===== src/rtl/mcycle_pkg.sv =====
// rtl/mcycle_pkg.sv - shared types and constants for the multi-cycle MUL/DIV sequencer
package mcycle_pkg;

  typedef enum logic [1:0] {
    ST_IDLE = 2'd0,
    ST_RUN  = 2'd1,
    ST_DONE = 2'd2
  } state_e;

  localparam logic [3:0] ALU_ADD = 4'b0000;
  localparam logic [3:0] ALU_SUB = 4'b0001;

  localparam logic OP_MUL = 1'b0;
  localparam logic OP_DIV = 1'b1;

  // Index of the carry flag inside ALU_Flags {N,Z,C,V}
  localparam int FLAG_C = 1;

endpackage


===== src/rtl/mcycle_alu_sequencer.sv =====
// rtl/mcycle_alu_sequencer.sv - multi-cycle unsigned MUL/DIV sequencer borrowing the shared ALU
//
// Ports:
//   CLK, RESETn            clock (rising edge), asynchronous active-low reset
//   Start, MCycleOp        operation request (sampled in IDLE/DONE), 0=MUL 1=DIV
//   Operand1, Operand2     multiplicand/dividend, multiplier/divisor
//   Busy, Done             pipeline stall, one-cycle result-valid pulse
//   Result1, Result2       MUL product low/high, DIV quotient/remainder
//   ALU_Own, ALU_*         ALU input mux select and ALU operand/control drive
//   ALU_Result, ALU_Flags  shared ALU outputs, consumed in the same cycle
module mcycle_alu_sequencer
  import mcycle_pkg::*;
#(
  parameter int WIDTH = 32,
  parameter int CNT_W = 5
) (
  input  logic             CLK,
  input  logic             RESETn,
  input  logic             Start,
  input  logic             MCycleOp,
  input  logic [WIDTH-1:0] Operand1,
  input  logic [WIDTH-1:0] Operand2,
  output logic             Busy,
  output logic             Done,
  output logic [WIDTH-1:0] Result1,
  output logic [WIDTH-1:0] Result2,
  output logic             ALU_Own,
  output logic [WIDTH-1:0] ALU_SrcA,
  output logic [WIDTH-1:0] ALU_SrcB,
  output logic [3:0]       ALU_Control,
  output logic             ALU_isArith,
  output logic             ALU_isADC,
  output logic             ALU_CFlag,
  input  logic [WIDTH-1:0] ALU_Result,
  input  logic [3:0]       ALU_Flags
);

  localparam logic [CNT_W-1:0] CNT_LAST = CNT_W'(WIDTH - 1);

  state_e           state_q, state_d;
  logic [CNT_W-1:0] cnt_q, cnt_d;
  logic             op_q, op_d;
  // hi_q: product high half (MUL) / partial remainder (DIV)
  // lo_q: multiplier being consumed (MUL) / dividend shifting into quotient (DIV)
  // opb_q: multiplicand (MUL) / divisor (DIV)
  logic [WIDTH-1:0] hi_q, hi_d;
  logic [WIDTH-1:0] lo_q, lo_d;
  logic [WIDTH-1:0] opb_q, opb_d;
  logic [WIDTH-1:0] res1_q, res1_d;
  logic [WIDTH-1:0] res2_q, res2_d;

  logic [WIDTH-1:0] div_sh;
  logic             carry;
  logic             qbit;
  logic             unused_flags;

  assign div_sh       = {hi_q[WIDTH-2:0], lo_q[WIDTH-1]};
  assign carry        = ALU_Flags[FLAG_C];
  // A set top bit means the 33-bit shifted remainder always covers the divisor
  assign qbit         = hi_q[WIDTH-1] | carry;
  assign unused_flags = ^{ALU_Flags[3:2], ALU_Flags[0]};

  assign Done    = (state_q == ST_DONE);
  assign Result1 = res1_q;
  assign Result2 = res2_q;

  always_ff @(posedge CLK or negedge RESETn) begin
    if (!RESETn) begin
      state_q <= ST_IDLE;
      cnt_q   <= '0;
      op_q    <= 1'b0;
      hi_q    <= '0;
      lo_q    <= '0;
      opb_q   <= '0;
      res1_q  <= '0;
      res2_q  <= '0;
    end else begin
      state_q <= state_d;
      cnt_q   <= cnt_d;
      op_q    <= op_d;
      hi_q    <= hi_d;
      lo_q    <= lo_d;
      opb_q   <= opb_d;
      res1_q  <= res1_d;
      res2_q  <= res2_d;
    end
  end

  // ALU drive and stall depend only on registered state and Start, never on
  // ALU_Result, so the ALU path stays acyclic.
  always_comb begin
    Busy        = 1'b0;
    ALU_Own     = 1'b0;
    ALU_SrcA    = '0;
    ALU_SrcB    = '0;
    ALU_Control = ALU_ADD;
    ALU_isArith = 1'b0;
    ALU_isADC   = 1'b0;
    ALU_CFlag   = 1'b0;
    case (state_q)
      ST_RUN: begin
        Busy        = 1'b1;
        ALU_Own     = 1'b1;
        ALU_isArith = 1'b1;
        ALU_CFlag   = 1'b1;
        ALU_SrcB    = opb_q;
        if (op_q == OP_DIV) begin
          ALU_SrcA    = div_sh;
          ALU_Control = ALU_SUB;
        end else begin
          ALU_SrcA    = hi_q;
          ALU_Control = ALU_ADD;
        end
      end
      default: Busy = Start;
    endcase
  end

  always_comb begin
    state_d = state_q;
    cnt_d   = cnt_q;
    op_d    = op_q;
    hi_d    = hi_q;
    lo_d    = lo_q;
    opb_d   = opb_q;
    res1_d  = res1_q;
    res2_d  = res2_q;
    case (state_q)
      ST_IDLE, ST_DONE: begin
        state_d = ST_IDLE;
        if (Start) begin
          state_d = ST_RUN;
          cnt_d   = '0;
          op_d    = MCycleOp;
          hi_d    = '0;
          if (MCycleOp == OP_DIV) begin
            lo_d  = Operand1;
            opb_d = Operand2;
          end else begin
            lo_d  = Operand2;
            opb_d = Operand1;
          end
        end
      end
      ST_RUN: begin
        if (op_q == OP_DIV) begin
          hi_d = qbit ? ALU_Result : div_sh;
          lo_d = {lo_q[WIDTH-2:0], qbit};
        end else if (lo_q[0]) begin
          hi_d = {carry, ALU_Result[WIDTH-1:1]};
          lo_d = {ALU_Result[0], lo_q[WIDTH-1:1]};
        end else begin
          hi_d = {1'b0, hi_q[WIDTH-1:1]};
          lo_d = {hi_q[0], lo_q[WIDTH-1:1]};
        end
        if (cnt_q == CNT_LAST) begin
          state_d = ST_DONE;
          res1_d  = lo_d;
          res2_d  = hi_d;
        end else begin
          cnt_d = cnt_q + CNT_W'(1);
        end
      end
      default: state_d = ST_IDLE;
    endcase
  end

endmodule


===== config.mk =====
export PLATFORM = sky130hd
export DESIGN_NAME = mcycle_alu_sequencer
export DESIGN_NICKNAME = d
export VERILOG_FILES = /design/src/rtl/mcycle_pkg.sv /design/src/rtl/mcycle_alu_sequencer.sv
export SDC_FILE = /design/constraint.sdc
export NUM_CORES = 1
export LEC_CHECK = 0
export ABC_AREA = 1
export BUFFER_PORTS_ARGS = -buffer_cell sky130_fd_sc_hd__buf_4
export CAP_MARGIN = 20
export CORE_MARGIN = 5
export CORE_UTILIZATION = 40
export CTS_BUF_LIST = sky130_fd_sc_hd__clkbuf_8 sky130_fd_sc_hd__clkbuf_16
export CTS_CLUSTER_DIAMETER = 120
export CTS_CLUSTER_SIZE = 40
export DETAILED_ROUTE_END_ITERATION = 8
export PLACE_DENSITY = 0.65
export SYNTH_ARGS = -nofsm -noshare
export SYNTH_HDL_FRONTEND = slang
export SYNTH_SLANG_ARGS = --single-unit

===== constraint.sdc =====
create_clock -name CLK -period 4.1 [get_ports CLK]
set_clock_uncertainty 0.15 [all_clocks]
set_input_delay 0.41 -clock CLK [delete_from_list [all_inputs] [get_ports CLK]]
set_output_delay 0.41 -clock CLK [all_outputs]
set_load 0.02 [all_outputs]

==> impl_metrics.ini <==
[critical_path]
r2r-start = state_q[0]
critPathKind = flip-flop to primary output
cp_slowest_cell = clkinv_2
rr_worst_depth = 7
critical_path.max_stage_delay_ns = 0.68
path_cells = nand2_4, clkinv_2, buf_4, o21ai_1, a21oi_1, buf_4
worstPathArrival_ns = 2.83
crit_path_max_fanout = 50
crit_start = state_q[0]
reg2reg_setup_slack_ns = 1.35
startpoint_type = flip-flop
critPathCaptureType = primary output
worst_path_most_repeated_cell = buf_4
cp.buffers_inverters = 3
reg2reg_to = lo_q[31]
cp.required_ns = 3.54
crit_family = buffers and inverters

[clock_tree]
cts_tree = yes
clkTransAtPathRegs_ns = 0.07
clock-root-buffer = clkbuf_16
htreeDepth = 4
numCtsBuffers = 17
clk-insertion-delay-late_ns = 0.42
cts_max_path_buffers = 2
clock_sink_count = 168
post_cts_buffers = 0

[sta]
tightest_slew_ns = 1.012
slew_viol_final = 0
setup_viol = 0
fin_crit_ns = 3.390
rsz0062_at_grt = false
max_freq_mhz = 295.0
worst_slack_ns = 0.7102
finalSetupTns_ns = 0
finalHoldViolations = 0
fin_crit_sh = 0.8268
relSlewSlack = 0.3252

[synthesis]
ys_ff_latch = 168
synth_edf_count = 0
ys_seq_area_frac = 0.4403
syn-cell-area_um2 = 9549
synthFlopType = dfrtp_1
yosysWarnings = 0
synth_cell_types = 24
postSynthCellCount = 1373
synthArstFlopShare = 1.000
syn_avg_cell_area_um2 = 6.955

[placement]
dp_hpwl_um = 19120
port_buffers = 234
routabilityCongestion = 0.8533
place_worst_setup_slack_ns = 1.134

[cells_and_area]
fin_util = 0.5093
area_growth_pct = 25.18
drive_above_1_share = 0.1941
diodes = 0
layout.nets = 1654

[drt]
drt_iter0_drc = 577
wl_per_cell_um = 15.02
wl_um = 28240
firstDrtPassIters = 5
vias = 9276
vias_per_cell = 4.934
antenna_left = 0
drc = 0

[die]
row_count = 56
start_util = 0.4068
die_area_um2 = 27060
coreArea_um2 = 23470
ioPinCount = 242
die_w_um = 164.5
dieHeight_um = 164.5

[hold_path]
holdPathEnd = opb_q[2]
hold_path_class = primary input to flip-flop
hold_depth = 3
min_from = Operand2[2]

[global_route]
antenna_found_initial = 0
gr-total-overflow = 0
grt_max_degree = 111
grt_use_total = 0.2090
grt_pass1_vias = 9030
grt_pass1_wl_um = 45890

[job]
cap_violations = 0

[status]
status = finished, final reports clean

[power]
peakVddDrop_mv = 0.4174
leakage_nw = 6.435
power.density_nw_per_um2 = 815.2
area by class of cell:
| cell class | instances | area (µm²) |
|---|---|---|
| Clock buffer | 18 | 439.2 |
| Clock inverter | 14 | 117.6 |
| Fill cell | 2378 | 11520 |
| Inverter | 171 | 643.1 |
| Multi-Input combinational cell | 941 | 4202 |
| Sequential cell | 168 | 4205 |
| Tap cell | 319 | 399.1 |
| Timing Repair Buffer | 249 | 1948 |
metrics by stage:
| step | power, mW | cells | hold WS, ns | instance area (µm²) |
|---|---|---|---|---|
| 2_1_floorplan | 6.327 | 1376 | -0.03559 | 9560 |
| 3_3_place_gp | 8.152 | 1844 | 0.3063 | 11320 |
| 3_5_place_dp | 8.220 | 1845 | 0.3111 | 11330 |
| 4_1_cts | 9.786 | 1877 | 0.02347 | 11890 |
| 5_1_grt | 10.54 | 1880 | 0.05049 | 11950 |
| 6_report | 9.745 | 1880 | 0.06885 | 11950 |
state kept, by name, summed over array words and instances (netlist names):
signal and count:
cnt_q 5, hi_q 32, lo_q 32, opb_q 32
op_q 1, state_q 2, Result1 32, Result2 32
worst max-delay path by stage:
stage	endpoint	slack (ns)	cells after the start
2_1_floorplan	ALU_SrcA[0]	2.23	6
3_3_place_gp	ALU_SrcA[21]	1.12	6
3_5_place_dp	ALU_SrcA[21]	1.13	6
4_1_cts	ALU_SrcA[21]	0.67	6
5_1_grt	ALU_SrcA[21]	0.52	6
6_report	ALU_SrcA[23]	0.71	6
where the power goes:
part           switching (mW)  internal, mW  total (mW)  leakage, nW
sequential              0.405          2.40        2.80         2.02
combinational            3.42          1.98        5.41         4.14
clock                   0.726         0.807        1.53        0.274
timing repair:
action                                  in CTS  in global routing
hold buffers                                 0                  1
endpoints found under the setup margin       0                  0
endpoints found under the hold margin        0                 12
resized for setup                            0                  0
per-layer routing:
| metal | vias to the layer above | share of wire | GRT usage |
|---|---|---|---|
| met5 | - | 0 | 0 |
| met4 | 0 | 0.018 | 0.05406 |
| met3 | 31 | 0.076 | 0.05640 |
| met2 | 315 | 0.45 | 0.3241 |
| met1 | 4281 | 0.45 | 0.2911 |
| li1 | 4649 | - | - |
cells in the mapped netlist, types with 5 or more instances:
cell type,n,share of area
buf_1,7,0.0028
inv_2,6,0.0024
inv_1,165,0.065
o21ai_0,119,0.062
o21ai_1,16,0.0084
buf_4,17,0.013
dfrtp_1,168,0.44
nand2_1,560,0.22
buf_2,47,0.025
nor2_1,37,0.015
a21oi_1,65,0.034
buf_6,5,0.0059
nand3_1,72,0.038
o211ai_1,49,0.039
clkbuf_1,20,0.0079
o211ai_2,10,0.013
cells by family after synthesis:
logic type                 Yosys count  share of synthesized area
buffers and inverters              267                     0.1217
AOI/OAI and AO/OA                  259                     0.1564
DFF                                168                     0.4403
adders and majority gates            2                   0.002620
and+or+nand+nor                    676                     0.2786
other                                1                  0.0003927
layout by cell type (no fill, tap or decap), types with 10 or more instances in the layout:
master     count
nand2_1      560
buf_4        242
dfrtp_1      167
inv_1        166
o21ai_0      119
nand3_1       72
a21oi_1       65
o211ai_1      49
nor2_1        36
clkbuf_16     17
o21ai_1       16
o211ai_2      10
worst register-to-register path: stages (launching register included):
cell and delay [ns]:
dfrtp_1 0.46, nand2_4 0.44, nand2_2 0.57, inv_2 0.73, nand2_1 0.14, nand2_1 0.10, inv_1 0.04, nand2_1 0.06
No activity file was read; power rests on OpenSTA's default activity.
